===== src/rtl/mem_port_arbiter_pkg.sv =====
`default_nettype none
// ============================================================================
// Module      : mem_port_arbiter_pkg
// Description : Shared FSM/owner encodings and memory-window defaults
//               for the memory port arbiter and Imem.
// Revision    : 1.0 - initial release
// ============================================================================
package mem_port_arbiter_pkg;

    localparam int unsigned c_STATE_W = 2;
    localparam logic [c_STATE_W-1:0] c_ST_IDLE = 2'd0;
    localparam logic [c_STATE_W-1:0] c_ST_BUSY = 2'd1;
    localparam logic [c_STATE_W-1:0] c_ST_RESP = 2'd2;

    localparam logic c_OWN_FETCH = 1'b0;
    localparam logic c_OWN_DATA  = 1'b1;

    localparam logic [31:0] c_BOOT_ADDRESS = 32'h0000_1000;
    localparam logic [31:0] c_MEM_SIZE     = 32'h0000_1000;

endpackage
`default_nettype wire


===== src/rtl/mem_addr_check.sv =====
`default_nettype none
// ============================================================================
// Module      : mem_addr_check
// Description : Combinational word-alignment and window check of one address.
// Revision    : 1.0 - initial release
// ============================================================================
module mem_addr_check
    import mem_port_arbiter_pkg::*;
#(
    parameter int                      ADDRESS_SIZE = 32,
    parameter logic [ADDRESS_SIZE-1:0] BOOT_ADDRESS = ADDRESS_SIZE'(c_BOOT_ADDRESS),
    parameter logic [ADDRESS_SIZE-1:0] MEM_SIZE     = ADDRESS_SIZE'(c_MEM_SIZE)
) (
    input  logic [ADDRESS_SIZE-1:0] addr,
    output logic                    valid
);

    // One extra bit keeps BOOT_ADDRESS + MEM_SIZE from wrapping at the top of the map.
    localparam logic [ADDRESS_SIZE:0] c_LO = {1'b0, BOOT_ADDRESS};
    localparam logic [ADDRESS_SIZE:0] c_HI = {1'b0, BOOT_ADDRESS} + {1'b0, MEM_SIZE};

    logic [ADDRESS_SIZE:0] w_addr_ext;

    assign w_addr_ext = {1'b0, addr};
    assign valid      = (addr[1:0] == 2'b00) && (w_addr_ext >= c_LO) && (w_addr_ext < c_HI);

endmodule
`default_nettype wire


===== src/rtl/mem_port_arbiter.sv =====
`default_nettype none
// ============================================================================
// Module      : mem_port_arbiter
// Description : Shares one req/ack memory port between fetch and data paths.
// Revision    : 1.0 - initial release
// ============================================================================
module mem_port_arbiter
    import mem_port_arbiter_pkg::*;
#(
    parameter int                      ADDRESS_SIZE = 32,
    parameter int                      DATA_SIZE    = 32,
    parameter logic [ADDRESS_SIZE-1:0] BOOT_ADDRESS = ADDRESS_SIZE'(c_BOOT_ADDRESS),
    parameter logic [ADDRESS_SIZE-1:0] MEM_SIZE     = ADDRESS_SIZE'(c_MEM_SIZE),
    parameter int                      TIMEOUT      = 16,
    parameter int                      MAX_D_STREAK = 4
) (
    input  logic                    clk,
    input  logic                    reset,
    input  logic                    if_req,
    input  logic [ADDRESS_SIZE-1:0] if_addr,
    output logic                    if_ack,
    output logic [DATA_SIZE-1:0]    if_rdata,
    output logic                    if_err,
    input  logic                    d_req,
    input  logic                    d_we,
    input  logic [ADDRESS_SIZE-1:0] d_addr,
    input  logic [DATA_SIZE-1:0]    d_wdata,
    output logic                    d_ack,
    output logic [DATA_SIZE-1:0]    d_rdata,
    output logic                    d_err,
    output logic                    mem_req,
    output logic                    mem_we,
    output logic [ADDRESS_SIZE-1:0] mem_addr,
    output logic [DATA_SIZE-1:0]    mem_wdata,
    input  logic                    mem_ack,
    input  logic [DATA_SIZE-1:0]    mem_rdata
);

    localparam int unsigned           c_TCNT_W     = $clog2(TIMEOUT + 1);
    localparam int unsigned           c_STRK_W     = $clog2(MAX_D_STREAK + 1);
    localparam logic [c_TCNT_W-1:0]   c_TIMEOUT    = c_TCNT_W'(TIMEOUT);
    localparam logic [c_STRK_W-1:0]   c_MAX_STREAK = c_STRK_W'(MAX_D_STREAK);

    logic [c_STATE_W-1:0]    r_state;
    logic [c_STATE_W-1:0]    w_state_nxt;
    logic                    r_owner;
    logic [c_STRK_W-1:0]     r_streak;
    logic [c_TCNT_W-1:0]     r_tcnt;
    logic [c_TCNT_W-1:0]     w_tcnt_inc;

    logic                    w_grant;
    logic                    w_pick_fetch;
    logic [ADDRESS_SIZE-1:0] w_win_addr;
    logic                    w_addr_valid;
    logic                    w_timeout;

    logic                    r_mem_req,  w_mem_req_nxt;
    logic                    r_mem_we,   w_mem_we_nxt;
    logic [ADDRESS_SIZE-1:0] r_mem_addr, w_mem_addr_nxt;
    logic [DATA_SIZE-1:0]    r_mem_wdata, w_mem_wdata_nxt;

    logic                    w_resp;
    logic                    w_resp_owner;
    logic                    w_resp_err;
    logic [DATA_SIZE-1:0]    w_resp_rdata;

    logic                    r_if_ack, r_if_err, r_d_ack, r_d_err;
    logic [DATA_SIZE-1:0]    r_if_rdata, r_d_rdata;

    // Data normally wins; a fetch starved by a full data streak takes the next slot.
    assign w_grant      = if_req | d_req;
    assign w_pick_fetch = if_req & (~d_req | (r_streak == c_MAX_STREAK));
    assign w_win_addr   = w_pick_fetch ? if_addr : d_addr;
    assign w_tcnt_inc   = r_tcnt + c_TCNT_W'(1);
    assign w_timeout    = (w_tcnt_inc == c_TIMEOUT);

    mem_addr_check #(
        .ADDRESS_SIZE (ADDRESS_SIZE),
        .BOOT_ADDRESS (BOOT_ADDRESS),
        .MEM_SIZE     (MEM_SIZE)
    ) u_addr_check (
        .addr  (w_win_addr),
        .valid (w_addr_valid)
    );

    always_ff @(posedge clk) begin
        if (reset) begin
            r_state     <= c_ST_IDLE;
            r_owner     <= c_OWN_FETCH;
            r_streak    <= '0;
            r_tcnt      <= '0;
            r_mem_req   <= 1'b0;
            r_mem_we    <= 1'b0;
            r_mem_addr  <= '0;
            r_mem_wdata <= '0;
            r_if_ack    <= 1'b0;
            r_if_err    <= 1'b0;
            r_if_rdata  <= '0;
            r_d_ack     <= 1'b0;
            r_d_err     <= 1'b0;
            r_d_rdata   <= '0;
        end else begin
            r_state     <= w_state_nxt;
            r_mem_req   <= w_mem_req_nxt;
            r_mem_we    <= w_mem_we_nxt;
            r_mem_addr  <= w_mem_addr_nxt;
            r_mem_wdata <= w_mem_wdata_nxt;
            r_if_ack    <= w_resp & (w_resp_owner == c_OWN_FETCH);
            r_if_err    <= w_resp & (w_resp_owner == c_OWN_FETCH) & w_resp_err;
            r_if_rdata  <= (w_resp && w_resp_owner == c_OWN_FETCH) ? w_resp_rdata : '0;
            r_d_ack     <= w_resp & (w_resp_owner == c_OWN_DATA);
            r_d_err     <= w_resp & (w_resp_owner == c_OWN_DATA) & w_resp_err;
            r_d_rdata   <= (w_resp && w_resp_owner == c_OWN_DATA) ? w_resp_rdata : '0;
            if (r_state == c_ST_IDLE) begin
                r_tcnt <= '0;
                if (w_grant) begin
                    r_owner <= w_pick_fetch ? c_OWN_FETCH : c_OWN_DATA;
                    if (w_pick_fetch || !if_req) begin
                        r_streak <= '0;
                    end else if (r_streak != c_MAX_STREAK) begin
                        r_streak <= r_streak + c_STRK_W'(1);
                    end
                end
            end else if (r_state == c_ST_BUSY) begin
                r_tcnt <= w_tcnt_inc;
            end
        end
    end

    always_comb begin
        w_state_nxt = r_state;
        case (r_state)
            c_ST_IDLE: if (w_grant) w_state_nxt = w_addr_valid ? c_ST_BUSY : c_ST_RESP;
            c_ST_BUSY: if (mem_ack || w_timeout) w_state_nxt = c_ST_RESP;
            c_ST_RESP: w_state_nxt = c_ST_IDLE;
            default:   w_state_nxt = c_ST_IDLE;
        endcase
    end

    always_comb begin
        w_mem_req_nxt   = r_mem_req;
        w_mem_we_nxt    = r_mem_we;
        w_mem_addr_nxt  = r_mem_addr;
        w_mem_wdata_nxt = r_mem_wdata;
        w_resp          = 1'b0;
        w_resp_owner    = r_owner;
        w_resp_err      = 1'b0;
        w_resp_rdata    = '0;
        case (r_state)
            c_ST_IDLE: begin
                if (w_grant) begin
                    if (w_addr_valid) begin
                        w_mem_req_nxt   = 1'b1;
                        w_mem_we_nxt    = w_pick_fetch ? 1'b0 : d_we;
                        w_mem_addr_nxt  = w_win_addr;
                        w_mem_wdata_nxt = w_pick_fetch ? '0 : d_wdata;
                    end else begin
                        w_resp       = 1'b1;
                        w_resp_owner = w_pick_fetch ? c_OWN_FETCH : c_OWN_DATA;
                        w_resp_err   = 1'b1;
                    end
                end
            end
            c_ST_BUSY: begin
                // A simultaneous mem_ack beats the timeout.
                if (mem_ack) begin
                    w_mem_req_nxt = 1'b0;
                    w_mem_we_nxt  = 1'b0;
                    w_resp        = 1'b1;
                    w_resp_rdata  = r_mem_we ? '0 : mem_rdata;
                end else if (w_timeout) begin
                    w_mem_req_nxt = 1'b0;
                    w_mem_we_nxt  = 1'b0;
                    w_resp        = 1'b1;
                    w_resp_err    = 1'b1;
                end
            end
            default: begin
                w_resp = 1'b0;
            end
        endcase
    end

    assign if_ack    = r_if_ack;
    assign if_err    = r_if_err;
    assign if_rdata  = r_if_rdata;
    assign d_ack     = r_d_ack;
    assign d_err     = r_d_err;
    assign d_rdata   = r_d_rdata;
    assign mem_req   = r_mem_req;
    assign mem_we    = r_mem_we;
    assign mem_addr  = r_mem_addr;
    assign mem_wdata = r_mem_wdata;

endmodule
`default_nettype wire

===== config.mk =====
export PLATFORM = sky130hd
export DESIGN_NAME = mem_port_arbiter
export DESIGN_NICKNAME = d
export VERILOG_FILES = /design/src/rtl/mem_port_arbiter_pkg.sv /design/src/rtl/mem_addr_check.sv /design/src/rtl/mem_port_arbiter.sv
export SDC_FILE = /design/constraint.sdc
export NUM_CORES = 1
export LEC_CHECK = 0
export ABC_CLOCK_PERIOD_IN_PS = 2700
export BUFFER_PORTS_ARGS = -buffer_cell sky130_fd_sc_hd__buf_2
export CELL_PAD_IN_SITES_DETAIL_PLACEMENT = 2
export CELL_PAD_IN_SITES_GLOBAL_PLACEMENT = 2
export CORE_MARGIN = 2
export CORE_UTILIZATION = 25
export CTS_CLUSTER_SIZE = 8
export DETAILED_ROUTE_END_ITERATION = 12
export HOLD_SLACK_MARGIN = 0.03
export PLACE_DENSITY = 0.88
export SLEW_MARGIN = 20
export SYNTH_ARGS = -nofsm -noshare
export SYNTH_HDL_FRONTEND = slang
export SYNTH_SLANG_ARGS = --single-unit

===== constraint.sdc =====
create_clock -name clk -period 2.7 [get_ports clk]
set_input_delay 0.27 -clock clk [delete_from_list [all_inputs] [get_ports clk]]
set_output_delay 0.27 -clock clk [all_outputs]
set_load 0.01 [all_outputs]

# Word-level counts from Yosys, hierarchy flattened
# Cells that the tools add are included.
# word_totals
register_bits	145
latch_bits	0
ram_bits	0
romBits	0
inputBits	134
out_inout_bits	134
word_cells	87
n_memories	0
# op_classes
addsub	2
n_mul	0
n_div	0
magnitude_cmp	2
n_eq_ne	8
shifts	0
mux	31
bitwise_logic	11
reduce_logical	19
# ops
operator	count
2-to-1 mux 32 bit	5
greater-or-equal comparator 32 x 13 -> 1 bit (second input constant)	1
< comparator 32 x 14 -> 1 bit (second input constant)	1
2-to-1 mux 1 bit	16
one-hot mux 1 bit (2 select lines)	4
2-to-1 mux 2 bit	3
2-to-1 mux 3 bit	2
inequality test 3 bit (second input constant)	2
AND reduction 3 bit	2
OR reduction 2 bit	3
adder 5 x 1 -> 5 bit (second input constant)	1
bitwise AND 1 bit	5
equality test 5 bit (second input constant)	1
logical AND 1 bit	4
zero test 2 bit	2
inequality test 2 bit (second input constant)	2
inverter 1 bit	4
one-hot mux 2 bit (2 select lines)	1
AND reduction 2 bit	2
AND reduction 4 bit	1
nonzero test 2 bit	2
adder 3 x 1 -> 3 bit (second input constant)	1
equality test 3 bit (second input constant)	1
equality test 2 x 1 -> 1 bit (second input constant)	1
4 further kinds	6

# Longest topological paths before layout
# Gate-level depths: netlist (run 1).
# depth
word_depth	14
ltp_mapped	9
ltp_nobuf	7

# Cells and area by module
# Synthesis (run 1) repeated with hierarchy kept, for this count alone.
# hier_totals
hier_cells	565
area_unflattened_um2	5238.8
# by_module_without_submodules
module	n_inst	cells_per_inst	area_per_inst_um2	seq_area_each_um2
mem_port_arbiter	1	558	5185.0	2902.8
mem_addr_check	1	7	53.8	0.0

# Least setup slack after synthesis (run 1)
# OpenSTA, ideal clock, no wires.
# synth_timing
kind	reg-to-reg
startpoint	register r_streak[0]
endpoint	register r_mem_addr[0] (netlist: mem_addr[0])
setup_ns	0.115
arrival_ns	1.853
required_time_ns	2.585
slack_ns	0.732
stages_incl_launch_ff	10
n_path_buf	2
synth_period_minus_slack_ns	1.968
cell_sequence	dfxtp_1 > inv_1 > ha_1 > a21bo_2 > and2_4 > o32ai_4 > buf_4 > a21oi_2 > buf_2 > and2_1
# synth_via
elab_chain_len	8
# synth_rtl
item	line_no	text
from (decl)	mem_port_arbiter.sv:47	logic [c_STRK_W-1:0] r_streak;
from (signal assigned)	mem_port_arbiter.sv:121	r_streak <= r_streak + c_STRK_W'(1);
equality test 3 bit *	mem_port_arbiter.sv:72	assign w_pick_fetch = if_req & (~d_req | (r_streak == c_MAX_STREAK));
OR 1 bit *	mem_port_arbiter.sv:72	
bitwise AND 1 bit *	mem_port_arbiter.sv:72	
2-to-1 mux 32 bit *	mem_port_arbiter.sv:73	assign w_win_addr = w_pick_fetch ? if_addr : d_addr;
greater-or-equal comparator 32 x 13 -> 1 bit / zero test 2 bit (equally long branches)	mem_addr_check.sv:25	assign valid = (addr[1:0] == 2'b00) && (w_addr_ext >= c_LO) && (w_addr_ext < c_HI);
logical AND 1 bit (2 in a row)	mem_addr_check.sv:25	
AND reduction 3 bit (no line)	n/a	
to (signal assigned)	mem_port_arbiter.sv:106	r_mem_addr <= w_mem_addr_nxt;
to (decl)	mem_port_arbiter.sv:59	logic [ADDRESS_SIZE-1:0] r_mem_addr, w_mem_addr_nxt;
# Every way passes the cells marked *; elsewhere a longest branch is shown, timed or not.
# A chain may end at the register's enable or synchronous reset.

# Final worst setup path (run 1)
# layout_timing
startpoint	register r_tcnt[0]
endpoint	register r_if_rdata[1] (netlist: if_rdata[1])
# layout_via
elab_chain_len	8
# layout_rtl
item	line_no	text
from (decl)	mem_port_arbiter.sv:48	logic [c_TCNT_W-1:0] r_tcnt;
from (signal assigned)	mem_port_arbiter.sv:125	r_tcnt <= w_tcnt_inc;
adder 5 x 1 -> 5 bit	mem_port_arbiter.sv:74	assign w_tcnt_inc = r_tcnt + c_TCNT_W'(1);
equality test 5 bit	mem_port_arbiter.sv:75	assign w_timeout = (w_tcnt_inc == c_TIMEOUT);
2-to-1 mux 1 bit	mem_port_arbiter.sv:171	end else if (w_timeout) begin
2-to-1 mux 1 bit	mem_port_arbiter.sv:166	if (mem_ack) begin
one-hot mux 1 bit (2 select lines)	mem_port_arbiter.sv:149	case (r_state)
logical AND 1 bit	mem_port_arbiter.sv:110	r_if_rdata <= (w_resp && w_resp_owner == c_OWN_FETCH) ? w_resp_rdata : '0;
inverter 1 bit (no line)	n/a	
OR reduction 2 bit (no line)	n/a	
to (signal assigned)	mem_port_arbiter.sv:110	
to (decl)	mem_port_arbiter.sv:68	logic [DATA_SIZE-1:0] r_if_rdata, r_d_rdata;
# Every way passes these cells.

==> flow_summary_export.csv, run 1 <==
group,metric,value,unit
run_status,status,"finished, final reports clean",
logic_synthesis,ys_seq_elements,145,
worst_hold_path,hold_path_class,"in2reg",
sta,clock_skew,19.30,ps
finish,syn2layout_area_growth,42.84,%
global_route,antenna_found_initial,5,
logic_synthesis,ys_async_sr_fraction,0,%
drt,finalWirelength,19940,um
finish,nets,923,
floorplan,pin_count,268,
clock_network,cts_resized,0,
drt,drt-vias-per-instance,4.634,
logic_synthesis,synth_largest_area_cell,"dfxtp_1",
floorplan,die_x,148.4,um
floorplan,design.core.area,20360,um2
worst_setup_path,critical_path_required,3060,ps
clock_network,clk_pin_slew_worst_paths,70,ps
global_route,grt-ovfl-total,0,
logic_synthesis,synth_top_area_share,55.65,%
sta,max_slew_margin,31.67,%
worst_setup_path,cp_cell_sequence,"ha_1 -> nand2_1 -> o2bb2ai_1 -> a31oi_2 -> o31ai_2 -> and3_1",
worst_setup_path,path_delay_family,"compound AO/OA/AOI/OAI gates",
global_route,grt_start_max_net_pins,65,
drt,dr.pass1.iters,4,
sta,fin_crit_sh,94.54,%
clock_network,clock-sinks,145,
power,ir_drop,509.7,uV
floorplan,initial_core_util,25.61,%
floorplan,die_y,148.4,um
global_route,grt_pass1_vias,5465,
logic_synthesis,synthTopCellsByArea,"dfxtp_1 56%, and3_1 7.8%, nand4_1 4.3%, nand2b_1 4.1%, o21ai_0 3.5%",
sta,tns,0,ps
worst_setup_path,critPathKind,"reg2reg",
worst_setup_path,startpoint,"r_tcnt[0]",
clock_network,postCtsHoldBufs,0,
place,pre_cts_slack,93.46,ps
logic_synthesis,synth_cell_types,51,
clock_network,ctsLongestPathBuffers,2,
sta,final-setup-viol-count,0,
worst_setup_path,startpoint_type,"flop",
worst_hold_path,hold_path_startpoint,"mem_rdata[14]",
place,dp.cells,1034,
clock_network,cts_made_buffers,17,
flow_run,cap_violations,0,
drt,wl_per_cell,18.58,um
sta,final_hold_viol_count,0,
floorplan,design.die.area,22040,um2
drt,drt-initial-drc-count,180,
power,power,0.004839,W
place,io_buffers,267,
clock_network,cts_setup_buffers,0,
sta,tightest_slew,1019,ps
logic_synthesis,synth-seq-area-share,55.65,%
power,static-leakage-power,3.728,nW
logic_synthesis,syn_nets,664,
global_route,grt_first_pass_wirelength,29780,um
finish,utilization,36.59,%
worst_setup_path,critPathMaxFanout,12,
logic_synthesis,avgSynthCellArea,9.917,um2
clock_network,clockRootBuffer,"clkbuf_16",
drt,antenna_left,0,
place,place.gp.congestion,0.7509,
drt,remaining_drc_errors,0,
worst_setup_path,r2r_start,"r_tcnt[0]",
finish,layout-drive-gt1-share,41.85,%
sta,setup_slack,147.5,ps
worst_setup_path,cp_num_buf_inv,0,
logic_synthesis,synth_area,5216,um2
clock_network,htree_levels,4,
place,hpwl,14190,um
drt,via_count,4972,
floorplan,num_rows,52,
clock_network,cts_tree,"built",
clock_network,insertion_delay,430,ps
worst_setup_path,cpPeakStageDelay,930,ps
finish,fillerInstances,2326,
logic_synthesis,synth_ff_type,"dfxtp_1",
sta,drv_slew,0,
logic_synthesis,synth_cells,526,
global_route,track_usage,17.61,%
power,powerDensity,649.5,nW/um2
logic_synthesis,ys.warnings.count,0,
logic_synthesis,synth_edf_count,0,
sta,fmax,391.8,MHz
worst_setup_path,slowest_stage,"o31ai_2",
worst_setup_path,crit_path_end_kind,"flop",
sta,period_minus_slack,2552,ps
worst_setup_path,cp_data_arrival_time,2920,ps
finish,fin_cells,1073,
-- final cells by class --
class / instances / area [um2] / share of cell area, %
diodes: 5 / 12.51 / 0.1679
clock buffers: 17 / 425.4 / 5.709
clock inverters: 15 / 171.4 / 2.301
inverters: 5 / 18.77 / 0.2519
multi-input cells: 336 / 2145 / 28.78
flip-flops and latches: 145 / 2903 / 38.96
well taps: 270 / 337.8 / 4.534
repair buffers: 280 / 1438 / 19.29
-- state kept, by name, indices dropped and copies added (netlist names), 2 cells and up --
register and cells:
if_rdata 32, mem_addr 32, r_state 2, r_tcnt 5
r_streak 3, d_rdata 32, mem_wdata 32
-- per-layer routing --
layer	vias up	share of wire (%)	wire [um]	global-route usage, %
met5	-	0	0	0
met4	0	2.3	456	7.095
met3	27	4.6	923	4.356
met2	165	54	10820	32.82
met1	2407	39	7734	19.02
li1	2373	-	-	-
-- Yosys cell counts, types with 2 or more instances --
library cell and count:
inv_1 5, o21ai_0 36, nand2_1 28, mux2_4 8
buf_4 3, mux2_2 2, nor2b_1 11, ha_1 4
nor3_1 6, clkbuf_1 24, buf_1 3, nor4_1 8
and3_1 65, clkbuf_2 6, and2_1 22, nor4b_1 2
a21o_1 2, a22oi_1 2, a21oi_1 18, dfxtp_1 145
nand2b_1 34, buf_2 4, a311oi_1 2, or3_1 2
nand3_1 4, nand4_1 36, nor2_1 20
-- through the flow --
stage / area, um2 / hold WS, ps
2_1_floorplan: 5216 / 413.3
3_3_place_gp: 6818 / 437.8
3_5_place_dp: 6818 / 442.9
4_1_cts: 7415 / 61.15
5_1_grt: 7448 / 59.43
6_report: 7451 / 74.88
-- cell families after synthesis --
group | count (synthesis) | synth area share, %
flops | 145 | 55.65
buf+inv | 46 | 3.910
fa+ha+maj | 4 | 0.9595
compound gates | 75 | 9.211
xor+xnor | 2 | 0.3359
mux | 10 | 2.735
simple gates | 244 | 27.20
-- path summary, 6_finish.rpt --
check | endpoint | slack [ps] | depth (start not counted)
setup / recovery | if_rdata[1] | 150 | 6
hold / removal | d_rdata[14] | 70 | 2
setup reg to reg | if_rdata[1] | 150 | 6
hold reg to reg | mem_addr[25] | 450 | 1
-- power by group --
group / internal, W / switching (W)
Combinational: 0.000117 / 0.000163
Clock: 0.00139 / 0.00102
Sequential: 0.00215 / 0.00000667
Total: 0.00365 / 0.00119
-- cells in the final DEF, fill, tap and decap left out, types with 2 or more instances in the layout --
cell	Yosys	layout
nand2_1	28	28
o32ai_4	1	2
ha_1	4	4
a21oi_1	18	18
dfxtp_1	145	145
mux2_2	2	2
inv_1	5	5
and3_1	65	65
nand2b_1	34	34
nor4_1	8	8
clkbuf_16	0	17
diode_2	0	5
nand4_1	36	36
buf_2	4	267
nor3_1	6	6
nor2b_1	11	11
a311oi_1	2	2
and2_1	22	22
inv_6	0	6
o21ai_0	36	36
a22oi_1	2	2
bufinv_16	0	2
inv_8	0	2
clkinvlp_4	0	3
nor4b_1	2	2
buf_4	3	12
or3_1	2	2
mux2_4	8	8
a21o_1	2	2
nand3_1	4	4
nor2_1	20	19
-- worst reg2reg max path: cells and delay by family (launching register included) --
kind | cells | cell delay, ps
flops | 1 | 390
simple gates | 2 | 360
fa+ha+maj | 1 | 260
compound gates | 3 | 1480
Note: power is estimated with default switching activity, not from simulation.
==> run 2: changes to the inputs <==
--- a/config.mk
+++ b/config.mk
@@ -14,8 +14,9 @@
 export CTS_CLUSTER_SIZE = 8
 export DETAILED_ROUTE_END_ITERATION = 12
 export HOLD_SLACK_MARGIN = 0.03
-export PLACE_DENSITY = 0.88
+export PLACE_DENSITY = 0.89
 export SLEW_MARGIN = 20
 export SYNTH_ARGS = -nofsm -noshare
 export SYNTH_HDL_FRONTEND = slang
+export SYNTH_HIERARCHICAL = 1
 export SYNTH_SLANG_ARGS = --single-unit
==> run 2 against run 1 <==
Net effect:
- the run now ends with negative setup slack left
- clock skew fell by 4.1 ps
- utilization is 8.1 points higher
- design area is 23% higher
- clock power barely moved
- first-iteration DRC count down 21%
- non-clock buffer count up 65
- synthesized area up 0.43%
- global-route usage is 4.0 points higher
- synthesized cell count grew 7.4%
- maximum frequency fell by 30%
- count of clock-buffer cells in the layout did not move
- critical endpoint is now d_rdata[1]
- largest power group unchanged
- highest routed layer is now met5
==> flow_summary_export.csv, run 2 <==
group,metric,value,unit
sta,clock_skew,15.15,ps
flow_run,cap_violations,0,
sta,fmax,275.6,MHz
drt,drt-vias-per-instance,4.724,
clock_network,clockRootBuffer,"clkbuf_16",
power,powerDensity,552.4,nW/um2
worst_hold_path,hold_depth,3,
global_route,grt_start_max_net_pins,60,
sta,rsz0062_at_grt,"yes",
logic_synthesis,synth_cell_types,39,
clock_network,htree_levels,4,
global_route,track_usage,21.65,%
clock_network,postCtsHoldBufs,0,
global_route,met1_usage,23.79,%
sta,tightest_slew,668.8,ps
floorplan,design.die.area,22130,um2
sta,setup_slack,-928.4,ps
drt,finalWirelength,25780,um
finish,fin_cells,1177,
place,place_area,7166,um2
global_route,grt_first_pass_wirelength,36280,um
place,hpwl,14940,um
worst_setup_path,critical_path_required,3010,ps
floorplan,initial_core_util,25.64,%
logic_synthesis,synth_top_area_share,55.41,%
run_status,status,"complete, but fails checks",
finish,fillerInstances,2196,
logic_synthesis,ys_seq_elements,145,
drt,wl_per_cell,21.91,um
worst_setup_path,r2r_cells,17,
worst_hold_path,hold_path_class,"in2reg",
logic_synthesis,synthTopCellsByArea,"dfxtp_1 55%, nor2_1 12%, mux2_2 6.9%, a22oi_1 4.7%, nor3_1 3.4%",
drt,drt-initial-drc-count,142,
logic_synthesis,synth_largest_area_cell,"dfxtp_1",
global_route,grt_pass1_vias,6189,
logic_synthesis,synth.most_common_cell,"nor2_1",
worst_setup_path,crit_path_end_kind,"flop",
logic_synthesis,avgSynthCellArea,9.272,um2
finish,final_cell_mix,"267 x buf_2, 143 x dfxtp_1, 110 x nor2_1, 38 x buf_4, 37 x nand2_1",
place,place.gp.congestion,0.7607,
run_status,failed_checks,"negative setup slack",
place,io_buffers,267,
sta,period_minus_slack,3628,ps
logic_synthesis,synth_area,5239,um2
sta,tns,-112560,ps
clock_network,ctsLongestPathBuffers,2,
global_route,gr-usage-met2,40.07,%
logic_synthesis,synth-seq-area-share,55.41,%
logic_synthesis,synth_ff_type,"dfxtp_1",
sta,max_slew_margin,55.41,%
clock_network,cts_made_buffers,17,
worst_setup_path,cp_data_arrival_time,3940,ps
sta,fin_crit_sh,134.4,%
sta,drv_slew,0,
logic_synthesis,ys_top_cells_by_count,"174 x nor2_1, 145 x dfxtp_1, 38 x nand2_1, 36 x nor3_1, 33 x a22oi_1",
clock_network,cts_tree,"built",
sta,final-setup-viol-count,136,
global_route,antenna_found_initial,3,
logic_synthesis,ys.warnings.count,6,
logic_synthesis,ys_async_sr_fraction,0,%
logic_synthesis,synth_cells,565,
place,dp.cells,1097,
finish,final_area,9136,um2
logic_synthesis,synth_edf_count,0,
sta,final_hold_viol_count,0,
finish,mostFrequentLayoutCell,"buf_2",
floorplan,die_x,148.8,um
finish,nets,1030,
clock_network,clk_pin_slew_worst_paths,80,ps
floorplan,die_y,148.8,um
clock_network,insertion_delay,420,ps
drt,antenna_left,0,
worst_setup_path,startpoint_type,"flop",
drt,remaining_drc_errors,0,
floorplan,pin_count,268,
power,power,0.005047,W
logic_synthesis,syn_nets,703,
worst_setup_path,critPathKind,"reg2reg",
global_route,grtUsageMet3,5.657,%
power,ir_drop,439.0,uV
floorplan,num_rows,52,
finish,layout-drive-gt1-share,61.10,%
global_route,grt-ovfl-total,0,
drt,dr.pass1.iters,4,
global_route,busiest_layer,"met2",
clock_network,clock-sinks,145,
power,static-leakage-power,4.040,nW
worst_setup_path,critPathMaxFanout,8,
drt,via_count,5560,
finish,syn2layout_area_growth,74.40,%
floorplan,design.core.area,20430,um2
## run 2: cells by family (layout without fill, tap and decap cells)
kind of cell,count (synthesis),in the layout,synth area share [%]
mux,37,37,8.168
other cells,0,2,0
compound gates,59,59,8.693
buf+inv,44,383,4.275
simple gates,276,277,22.50
fa+ha+maj,4,4,0.9554
flops,145,145,55.41
## run 2: timing repair
item / CTS / global route
pin swaps: 36 / 39
setup endpoints to repair: 136 / 136
gates cloned: 12 / 0
gates resized for setup: 138 / 69
buffers inserted: 26 / 14
## run 2: report_power, final
part / switching (W) / internal [W] / leakage, nW
registers: 0.0000103 / 0.00215 / 1.17
logic: 0.000254 / 0.000234 / 2.58
clock network: 0.00114 / 0.00126 / 0.293
total: 0.00141 / 0.00364 / 4.04
## run 2: per-layer routing
metal	routed length, um	up-vias
met5	13	-
met4	826	2
met3	1694	57
met2	13390	258
met1	9855	2697
li1	-	2546
## run 2: final timing paths
path                            slack (ps)         from             to
worst max-delay path                  -930  r_streak[0]     d_rdata[1]
worst min-delay path                    80  d_wdata[19]  mem_wdata[19]
worst max register to register        -930  r_streak[0]     d_rdata[1]
worst min register to register         510  mem_addr[7]    mem_addr[7]
## run 2: cell type report
cell class                 instances  area, um2  share of cell area (%)
antenna                            2      5.005                 0.05478
clock buffer                      17      425.4                   4.656
clock inverter                    15      185.2                   2.027
inverter                           6      22.52                  0.2465
multi-input combinational        377       2897                   31.70
sequential                       145       2905                   31.80
tap                              270      337.8                   3.698
timing repair buffer             345       2359                   25.81
## run 2: critical path, stage by stage (launching register included)
cell      delay (ps)
dfxtp_2          370
inv_2             70
ha_4             160
a21bo_4          250
nand2_4          100
buf_4            120
buf_4            100
mux2_2           390
nor4b_4          380
nand4_1          220
nor4_4           210
buf_4            200
or4_4            170
mux2_4           320
o311ai_4          80
buf_12           170
buf_12           140
nor2_1            50
## run 2: metrics by stage
| step | util (%) | hold WS, ps | setup slack [ps] |
|---|---|---|---|
| 2_1_floorplan | - | 393.6 | -448.9 |
| 3_3_place_gp | 35.07 | 481.7 | -643.7 |
| 3_5_place_dp | 35.07 | 495.8 | -802.9 |
| 4_1_cts | 43.42 | 64.11 | -566.3 |
| 5_1_grt | 44.71 | 84.69 | -919.8 |
| 6_report | 44.72 | 78.20 | -928.4 |
